**config.mk**
```make
export PLATFORM = sky130hd
export DESIGN_NAME = nonce_arbiter
export DESIGN_NICKNAME = d
export VERILOG_FILES = /design/src/rtl/nonce_arbiter.sv
export SDC_FILE = /design/constraint.sdc
export NUM_CORES = 1
export LEC_CHECK = 0
export BUFFER_PORTS_ARGS = -buffer_cell sky130_fd_sc_hd__buf_2
export CAP_MARGIN = 20
export CORE_MARGIN = 10
export CORE_UTILIZATION = 53
export DETAILED_ROUTE_END_ITERATION = 6
export PLACE_DENSITY_LB_ADDON = 0.12
export SYNTH_ARGS = -nofsm -noshare
export SYNTH_HDL_FRONTEND = slang
export SYNTH_SLANG_ARGS = --single-unit
```
**constraint.sdc**
```tcl
create_clock -name uart_clk -period 5.73 [get_ports uart_clk]
set_input_delay 0.2865 -clock uart_clk [delete_from_list [all_inputs] [get_ports uart_clk]]
set_output_delay 0.2865 -clock uart_clk [all_outputs]
set_load 0.03 [all_outputs]
```
**src/rtl/nonce_arbiter.sv**
```systemverilog
// nonce_arbiter: round-robin collector for golden nonces from all sources.
// Captures, queues and feeds results to serial_transmit via send/busy.
module nonce_arbiter #(
  parameter int SLAVES     = 3,
  parameter int FIFO_DEPTH = 8
) (
  input  logic                             uart_clk,
  input  logic                             reset_n,
  input  logic [SLAVES*32-1:0]             slave_nonces,
  input  logic [SLAVES-1:0]                new_nonces,
  input  logic                             flush,
  input  logic                             serial_busy,
  output logic                             serial_send,
  output logic [31:0]                      golden_nonce,
  output logic [$clog2(FIFO_DEPTH+1)-1:0]  fifo_count,
  output logic [15:0]                      drop_count
);

  localparam int SW = (SLAVES > 1) ? $clog2(SLAVES) : 1;
  localparam int AW = $clog2(FIFO_DEPTH);
  localparam int CW = $clog2(FIFO_DEPTH + 1);
  localparam int DW = $clog2(SLAVES + 1);

  localparam logic [AW:0]   PTR_ONE = 1;
  localparam logic [SW-1:0] PTR_RST = SW'(SLAVES - 1);

  typedef enum logic [1:0] {
    IDLE,
    REQ,
    TX
  } state_t;

  state_t state;
  state_t state_nx;

  logic [SLAVES-1:0] pend;
  logic [31:0]       hold [SLAVES];
  logic [SW-1:0]     rr_ptr;

  logic              found;
  logic [SW-1:0]     sel;
  logic [31:0]       gnt_data;
  logic              gnt;
  logic [SLAVES-1:0] gnt_vec;

  logic [DW-1:0]     drop_inc;
  logic [16:0]       drop_sum;

  logic [31:0]       mem [FIFO_DEPTH];
  logic [AW:0]       wr_ptr;
  logic [AW:0]       rd_ptr;
  logic              full;
  logic              empty;
  logic              push;
  logic              pop;

  assign empty      = (wr_ptr == rd_ptr);
  assign full       = (wr_ptr[AW] != rd_ptr[AW]) &&
                      (wr_ptr[AW-1:0] == rd_ptr[AW-1:0]);
  assign fifo_count = CW'(wr_ptr - rd_ptr);

  // RR search: first pending slave above the pointer, else wrap to the lowest.
  always_comb begin
    found    = 1'b0;
    sel      = '0;
    gnt_data = '0;
    for (int i = 0; i < SLAVES; i++) begin
      if (!found && pend[i] && (i > int'(rr_ptr))) begin
        found    = 1'b1;
        sel      = SW'(i);
        gnt_data = hold[i];
      end
    end
    for (int i = 0; i < SLAVES; i++) begin
      if (!found && pend[i] && (i <= int'(rr_ptr))) begin
        found    = 1'b1;
        sel      = SW'(i);
        gnt_data = hold[i];
      end
    end
  end

  // A flush-cycle grant would be thrown away, so it is not taken at all.
  assign gnt  = found && !full && !flush;
  assign push = gnt;

  // One-hot view of the grant for the per-slave flag logic.
  always_comb begin
    gnt_vec = '0;
    for (int i = 0; i < SLAVES; i++) begin
      gnt_vec[i] = gnt && (sel == SW'(i));
    end
  end

  // Count strobes that overwrite a still-pending, ungranted result.
  always_comb begin
    drop_inc = '0;
    for (int i = 0; i < SLAVES; i++) begin
      if (new_nonces[i] && pend[i] && !gnt_vec[i] && !flush) begin
        drop_inc = drop_inc + DW'(1);
      end
    end
  end

  assign drop_sum = {1'b0, drop_count} + 17'(drop_inc);

  // Saturating drop counter; flush leaves it alone.
  always_ff @(posedge uart_clk or negedge reset_n) begin
    if (!reset_n) begin
      drop_count <= '0;
    end else begin
      drop_count <= drop_sum[16] ? 16'hFFFF : drop_sum[15:0];
    end
  end

  // Holding registers load on every strobe, including a grant-cycle strobe.
  always_ff @(posedge uart_clk or negedge reset_n) begin
    if (!reset_n) begin
      for (int i = 0; i < SLAVES; i++) begin
        hold[i] <= '0;
      end
    end else begin
      for (int i = 0; i < SLAVES; i++) begin
        if (new_nonces[i]) begin
          hold[i] <= slave_nonces[i*32 +: 32];
        end
      end
    end
  end

  // Pending flags: a strobe always wins, so same-cycle new work survives flush.
  always_ff @(posedge uart_clk or negedge reset_n) begin
    if (!reset_n) begin
      pend <= '0;
    end else begin
      for (int i = 0; i < SLAVES; i++) begin
        if (new_nonces[i]) begin
          pend[i] <= 1'b1;
        end else if (flush || gnt_vec[i]) begin
          pend[i] <= 1'b0;
        end
      end
    end
  end

  // RR pointer follows the last winner.
  always_ff @(posedge uart_clk or negedge reset_n) begin
    if (!reset_n) begin
      rr_ptr <= PTR_RST;
    end else if (gnt) begin
      rr_ptr <= sel;
    end
  end

  // Queue storage needs no reset; occupancy lives in the pointers.
  always_ff @(posedge uart_clk) begin
    if (push) begin
      mem[wr_ptr[AW-1:0]] <= gnt_data;
    end
  end

  // Queue pointers; flush empties the queue in a single cycle.
  always_ff @(posedge uart_clk or negedge reset_n) begin
    if (!reset_n) begin
      wr_ptr <= '0;
      rd_ptr <= '0;
    end else if (flush) begin
      rd_ptr <= wr_ptr;
    end else begin
      if (push) wr_ptr <= wr_ptr + PTR_ONE;
      if (pop)  rd_ptr <= rd_ptr + PTR_ONE;
    end
  end

  // Output FSM state register.
  always_ff @(posedge uart_clk or negedge reset_n) begin
    if (!reset_n) begin
      state <= IDLE;
    end else begin
      state <= state_nx;
    end
  end

  // Output FSM: pop in IDLE, request until busy, then wait for busy to drop.
  always_comb begin
    state_nx    = state;
    pop         = 1'b0;
    serial_send = 1'b0;
    unique case (state)
      IDLE: begin
        if (!empty && !flush) begin
          pop      = 1'b1;
          state_nx = REQ;
        end
      end
      REQ: begin
        serial_send = 1'b1;
        if (serial_busy) state_nx = TX;
      end
      TX: begin
        if (!serial_busy) state_nx = IDLE;
      end
      default: state_nx = IDLE;
    endcase
  end

  // The transmitted word changes only when a new request starts.
  always_ff @(posedge uart_clk or negedge reset_n) begin
    if (!reset_n) begin
      golden_nonce <= '0;
    end else if (pop) begin
      golden_nonce <= mem[rd_ptr[AW-1:0]];
    end
  end

endmodule

```
==> results of run 1 <==
-- path summary, 6_finish.rpt --
path | startpoint | slack, ns | endpoint
setup / recovery | wr_ptr[0] | 1.31 | drop_count[11]
hold / removal | slave_nonces[40] | 0.01 | hold[40]
setup reg to reg | wr_ptr[0] | 1.31 | drop_count[11]
hold reg to reg | hold[14] | 0.51 | hold[14]
max in group asynchronous | reset_n | 4.19 | hold[4]
min in group asynchronous | reset_n | 0.32 | golden_nonce[26]
-- layout make-up --
class / instances / area (um^2) / share of cell area
tap: 396 / 495.5 / 0.02506
inverter: 12 / 45.04 / 0.002278
clock inverter: 12 / 55.05 / 0.002785
timing repair buffer: 247 / 1660 / 0.08398
multi-input combinational: 490 / 4629 / 0.2342
sequential: 415 / 11670 / 0.5904
clock buffer: 64 / 1205 / 0.06095
antenna: 3 / 7.507 / 0.0003797
-- through the flow --
stage	total power, mW	hold WS [ns]
global route	10.72	0.00009676
floorplan	6.672	-0.009091
finish	10.16	0.01271
CTS	10.26	0.00009875
global placement	7.644	0.3637
detailed placement	7.710	0.3642
-- Yosys cell counts (2+ instances only) --
| cell type | count | area [um^2] |
|---|---|---|
| nand3_1 | 5 | 25.02 |
| xnor2_1 | 13 | 113.9 |
| and2_1 | 3 | 18.77 |
| and4_1 | 2 | 17.52 |
| nor2b_1 | 4 | 25.02 |
| dfrtp_1 | 158 | 3954 |
| and3_1 | 5 | 31.28 |
| a21o_1 | 33 | 247.7 |
| nand2_1 | 88 | 330.3 |
| ha_1 | 9 | 112.6 |
| buf_1 | 4 | 15.01 |
| nand2b_1 | 6 | 37.54 |
| inv_1 | 11 | 41.29 |
| a22o_1 | 32 | 280.3 |
| mux4_2 | 64 | 1441 |
| nor2_1 | 35 | 131.4 |
| mux2_2 | 98 | 1104 |
| nor3_1 | 7 | 35.03 |
| a21oi_1 | 6 | 30.03 |
| o21ai_0 | 8 | 40.04 |
| a41oi_1 | 2 | 17.52 |
| nor4_1 | 5 | 31.28 |
| nand4_1 | 6 | 37.54 |
| o211ai_1 | 2 | 15.01 |
| clkbuf_1 | 26 | 97.59 |
| buf_2 | 13 | 65.06 |
| o21a_1 | 2 | 15.01 |
| or2_1 | 2 | 12.51 |
| xor2_1 | 3 | 26.28 |
| edfxtp_1 | 256 | 7687 |
| a31oi_1 | 34 | 212.7 |
| fa_1 | 2 | 40.04 |
| buf_6 | 3 | 33.78 |
| buf_4 | 7 | 52.55 |
-- logic make-up (layout without fill, tap and decap cells) --
| kind of cell | count (synthesis) | in the layout |
|---|---|---|
| compound gates | 130 | 130 |
| flops | 415 | 415 |
| fa+ha+maj | 11 | 11 |
| buf+inv | 65 | 335 |
| xor+xnor | 17 | 17 |
| other cells | 0 | 3 |
| simple gates | 169 | 169 |
| mux | 163 | 163 |
-- layer usage --
metal  global-route usage  vias up  part of all wire  routed length, um
met3              0.03751       30             0.056               2031
met5                    0        -                 0                  0
met1               0.2738     4753              0.47              16970
li1                     -     4215                 -                  -
met4              0.03592        0            0.0087                317
met2               0.2943      248              0.47              17070
-- sequential cells by signal (all words and copies together) (netlist names) --
register      count
drop_count       16
hold             96
wr_ptr            4
rr_ptr            2
golden_nonce     32
rd_ptr            4
state             2
pend              3
mem             256
-- what timing repair did --
item	in CTS	in global routing
endpoints found under the setup margin	0	0
hold buffers	64	3
endpoints found under the hold margin	137	3
-- power by group through the flow --
stage	sequential, mW	clock (mW)	combinational, mW
2_1_floorplan	4.60	0	2.07
3_3_place_gp	4.42	0	3.22
3_5_place_dp	4.44	0	3.27
4_1_cts	4.39	2.57	3.31
5_1_grt	4.45	2.70	3.57
6_report	4.38	2.51	3.28
-- critical path: stages, from the launching register on --
cell     delay (ns)
dfrtp_1        0.52
inv_1          0.21
ha_1           0.36
and3_1         0.24
a211o_1        0.45
o311a_1        0.37
and2_1         0.17
ha_1           0.30
xnor2_1        0.17
ha_1           0.21
fa_1           0.25
nand4_1        0.13
nor2_1         0.16
nand4_1        0.45
a41oi_1        0.37
-- cells in the final DEF, fill, tap and decap left out, types with 33 or more instances in the layout --
cell / synthesis / layout
edfxtp_1: 256 / 256
buf_2: 13 / 154
dfrtp_1: 158 / 156
mux4_2: 64 / 64
mux2_2: 98 / 98
a21o_1: 33 / 33
clkbuf_16: 0 / 43
dlygate4sd3_1: 0 / 67
a31oi_1: 34 / 34
nor2_1: 35 / 34
nand2_1: 88 / 88
==> key figures, run 1 <==
Clock network
  • Maximum clock path buffer count: 3
  • Root Driver: clkbuf_16
  • Clock slew at reported path FFs: 0.06 ns
  • Clock latency on the worst-skew pair: 0.52 ns
  • Post-cts resize count: 0
  • CTS sink count: 415
  • CTS tree: built
  • Post-CTS Setup Bufs: 0
  • H-tree depth: 2
  • TritonCTS Buffers: 42

Timing
  • Max_slew headroom: 0.3187
  • Worst slew pin tran: 1.022 ns
  • Worst setup margin: 1.308 ns
  • Max Slew Vio Count: 0
  • Final period utilization: 0.7717
  • Final hold vios: 0
  • Min Clock Period, post-route: 4.422 ns
  • FMAX: 226.2 MHz
  • Setup TNS: 0 ns
  • Clock Skew: 0.01279 ns
  • RSZ-0062 raised after global routing: no
  • Final setup fails: 0

Logic synthesis
  • Synth Flop Type: edfxtp_1
  • Yosys cell types: 50
  • Largest family of logic cells by synthesized area: multiplexers
  • Synth Area in Simple Gates: 0.04505
  • Number of synthesized flops with an enable pin: 256
  • Asr flop ratio synth: 0.3831
  • XOR/XNOR Fraction of Synth Area: 0.009449
  • Register area share after synthesis: 0.7049
  • Area share of fa/ha/maj cells after synthesis: 0.009222
  • FF+latch count, synth: 415
  • Mapped cell area: 16550 um^2
  • Syn Inst Count: 970
  • Post-synthesis mux area share: 0.1544
  • Syn Area/Cell: 17.06 um^2
  • Compound-Gate Fraction of Synth Area: 0.05836
  • Net Count, Synth: 1084
  • Synth warn: 0

Drt
  • Post-Route WL: 36.40 mm
  • Drt drc: 0
  • Routed wire per std cell: 22.21 um
  • DRT iter0 DRCs: 657
  • First-pass iteration count of the detailed router: 5
  • Antenna-violating nets left: 0
  • Vias/cell: 5.641
  • Routed vias: 9246

Placed design
  • IO Port Bufs: 155
  • Placed insts: 1492
  • Dpl ws: 1.329 ns
  • Post-Place Cell Area: 17800 um^2
  • GPL Wtd Cong: 0.8083
  • Final HPWL DP: 22.40 mm

Global route
  • Vias in the first global route: 9829
  • First-pass GRT wire length: 57.50 mm
  • Grt ovf: 0
  • Pin count of the biggest net entering global routing: 77
  • Initial antenna violation count: 1
  • Tot GR Track Use: 0.1889

Power and ir drop
  • Net switching fraction of the power: 0.3342
  • P_sw: 3.397 mW
  • Combinational Power Share: 0.323
  • VDD IR-drop max: 0.0004038 V
  • Pwr Density: 514.1 nW/um^2
  • P_int: 6.768 mW
  • Pleak: 7.688 nW
  • Reg power frac: 0.431
  • Clk pwr share: 0.247

Floorplanning
  • Die area: 38700 um^2
  • Core Area: 30670 um^2
  • Die Wd: 196.7 um
  • Initial core utilization: 0.5397
  • Ports: 156
  • Die Y: 196.7 um
  • FP Rows: 64

Finish
  • Layout area overhead: 19.44%
  • Final Non-Filler Cells: 1639
  • Total Nets Final: 1322
  • Ratio of cells with drive above 1 in the final layout: 0.3323
  • Fillcell total: 2181
  • Non-Filler Cell Area, Final: 19770 um^2
  • Fin util: 0.6446

Flow run
  • Max Cap Violations: 0

Worst setup path
  • Critical Path AT: 4.85 ns
  • Critical setup path kind: reg -> reg
  • Crit path required time: 6.16 ns
  • Crit start category: register
  • Reg2Reg Depth: 14
  • CP endpoint kind: register
  • CP Max Fanout: 13

Status
  • Run status: finished, final reports clean

Min path
  • Hold Path Class: in -> reg
  • Worst Hold Depth: 2
Note: power is estimated with default switching activity, not from simulation.
==> run 2: changes to the inputs <==
Settings changed: CORE_UTILIZATION 53 to 55.
Clock period 5.73 ns to 4.3 ns, I/O delays scaled along.
==> run 2 against run 1 <==
Against the previous run: die area down 3.3%; via count rose by 2.6%; fmax grew 11%; clock power grew 44%; combinational power grew 38%; flip-flop and latch count is the same; non-clock buffer count rose by 39; count of clock-buffer cells in the layout down 6; worst hold slack gained 0.038 ns; sequential power rose by 32%; largest cell class unchanged; highest routed layer unchanged.
==> key figures, run 2 (same netlist as run 1, synthesis figures left out) <==
Worst setup path
  • Crit start category: register (unchanged)
  • CP Max Fanout: 4 (was 13)
  • Reg-to-reg endpoint: drop_count[12] (was drop_count[11])
  • Worst flop-to-flop path startpoint: rd_ptr[0] (was wr_ptr[0])
  • Critical Path AT: 4.40 ns (was 4.85 ns)
  • Reg2Reg Depth: 13 (was 14)
  • Critical setup path kind: reg -> reg (unchanged)
  • Crit path required time: 4.71 ns (was 6.16 ns)
  • CP endpoint kind: register (unchanged)
  • FF-to-FF setup slack: 0.31 ns (was 1.31 ns)

Clock network
  • Maximum clock path buffer count: 3 (unchanged)
  • Clock latency on the worst-skew pair: 0.54 ns (was 0.52 ns)
  • CTS sink count: 415 (unchanged)
  • CTS tree: built (unchanged)
  • H-tree depth: 2 (unchanged)
  • TritonCTS Buffers: 43 (was 42)
  • Clock slew at reported path FFs: 0.06 ns (about the same)
  • Root Driver: clkbuf_16 (unchanged)

Timing
  • RSZ-0062 raised after global routing: no (unchanged)
  • Setup TNS: 0 ns (unchanged)
  • Final setup fails: 0 (unchanged)
  • Worst slew pin tran: 1.009 ns (was 1.022 ns)
  • FMAX: 250.9 MHz (was 226.2 MHz)
  • Max_slew headroom: 0.3273 (was 0.3187)
  • Final period utilization: 0.9271 (was 0.7717)
  • Min Clock Period, post-route: 3.986 ns (was 4.422 ns)
  • Clock Skew: 0.01527 ns (was 0.01279 ns)
  • Max Slew Vio Count: 0 (unchanged)
  • Final hold vios: 0 (unchanged)

Finish
  • Fin util: 0.6849 (was 0.6446)
  • Commonest non-fill, non-tap cell in the layout: edfxtp_1 (unchanged)
  • Layout area overhead: 22.63% (was 19.44%)
  • Most frequent cells in the layout: edfxtp_1, dfrtp_1, buf_2, mux2_2, dlygate4sd3_1 (was edfxtp_1, dfrtp_1, buf_2, mux2_2, nand2_1)
  • Max FFs per register: 256 (unchanged)
  • Ratio of cells with drive above 1 in the final layout: 0.3354 (was 0.3323)
  • Total Nets Final: 1362 (was 1322)

Power and ir drop
  • Power, Total: 13.89 mW (was 10.16 mW)
  • Pwr Density: 684.1 nW/um^2 (was 514.1 nW/um^2)
  • VDD IR-drop max: 0.0004099 V (was 0.0004038 V)
  • Pleak: 7.931 nW (was 7.688 nW)

Drt
  • First-pass iteration count of the detailed router: 5 (unchanged)
  • Antenna-violating nets left: 0 (unchanged)
  • DRT iter0 DRCs: 559 (was 657)
  • Routed wire per std cell: 22.27 um (was 22.21 um)
  • Routed vias: 9485 (was 9246)
  • Vias/cell: 5.666 (was 5.641)
  • Drt drc: 0 (unchanged)
  • Post-Route WL: 37.28 mm (was 36.40 mm)

Global route
  • Met2 usage: 0.3143 (was 0.2943)
  • Met1 usage: 0.2776 (was 0.2738)
  • Pin count of the biggest net entering global routing: 82 (was 77)
  • First-pass GRT wire length: 59.01 mm (was 57.50 mm)
  • GR peak layer: met2 (unchanged)
  • Initial antenna violation count: 0 (was 1)
  • Tot GR Track Use: 0.1979 (was 0.1889)
  • GR Util met3: 0.04305 (was 0.03751)
  • Vias in the first global route: 10100 (was 9829)
  • Grt ovf: 0 (unchanged)

Floorplanning
  • FP Rows: 63 (was 64)
  • Die Y: 193.5 um (was 196.7 um)
  • Ports: 156 (unchanged)
  • Core Area: 29640 um^2 (was 30670 um^2)
  • Initial core utilization: 0.5585 (was 0.5397)
  • Die area: 37430 um^2 (was 38700 um^2)
  • Die Wd: 193.5 um (was 196.7 um)

Placed design
  • Final HPWL DP: 21.86 mm (was 22.40 mm)
  • GPL Wtd Cong: 0.8066 (was 0.8083)
  • IO Port Bufs: 155 (unchanged)

Min path
  • Worst Hold Depth: 3 (was 2)
  • Hold Path Class: in -> reg (unchanged)
  • Min-Delay Endpoint: rd_ptr[2] (was hold[40])
  • Worst hold start: flush (was slave_nonces[40])

Flow run
  • Max Cap Violations: 0 (unchanged)

Status
  • Run status: finished, final reports clean (unchanged)
==> run 2: cell types whose count changed in the layout (fill, tap and decap cells not counted), moves of 2 or more <==
| cell | change |
|---|---|
| clkinv_2 | +3 |
| buf_4 | +6 |
| bufinv_16 | +3 |
| buf_12 | +2 |
| dlygate4sd3_1 | +31 |
| clkbuf_1 | -7 |
==> run 2: layout make-up <==
class | instances | area [um^2]
antenna | 2 | 5.005
clock buffer | 58 | 1204
clock inverter | 21 | 191.4
fill | 2011 | 9340
inverter | 12 | 46.29
multi-input combinational | 490 | 4636
sequential | 415 | 11670
tap | 390 | 488.0
timing repair buffer | 286 | 2056
==> run 2: report_power, final <==
part,total (mW),switching [mW],internal [mW]
Sequential,5.76,0.316,5.44
Combinational,4.51,2.82,1.70
Clock,3.61,1.47,2.15
Total,13.9,4.60,9.29
==> run 2: what timing repair did <==
action,4_1_cts,5_1_grt
hold buffers,98,0
resized for setup,0,0
setup endpoints to repair,0,1
endpoints found under the hold margin,176,0
buffers inserted,0,2
==> run 2: worst max-delay path, cell delays in order (launching register included) <==
cell     delay (ns)
dfrtp_4        0.47
ha_1           0.32
and3_1         0.25
a211o_1        0.33
o311a_1        0.32
and2_1         0.17
ha_1           0.29
xnor2_1        0.13
ha_1           0.21
fa_1           0.44
and4_1         0.21
and4_1         0.26
and3_1         0.20
mux2_2         0.27
==> run 2: metrics by stage <==
stage               hold slack, ns  std cells  cell area, um^2  setup slack [ns]
floorplan                 -0.08059        970            16560            -1.050
global placement            0.3457       1492            17870            0.3865
detailed placement          0.3528       1493            17900            0.3011
CTS                        0.03666       1670            20280            0.2670
global route               0.09752       1672            20290            0.1518
finish                     0.05047       1674            20300            0.3136
==> run 2: how the worst max path moves through the flow <==
stage / from / endpoint / depth (start not counted)
global route: rd_ptr[0] / drop_count[12] / 13
CTS: rd_ptr[0] / drop_count[11] / 13
detailed placement: rd_ptr[0] / drop_count[11] / 13
global placement: rd_ptr[0] / drop_count[11] / 13
floorplan: rd_ptr[2] / mem[0][0] / 7
finish: rd_ptr[0] / drop_count[12] / 13
==> run 2: metal layers <==
metal,vias to the layer above,routed length [um]
met4,0,538
met1,4872,16830
met3,37,2201
met2,283,17720
li1,4293,-
met5,-,0
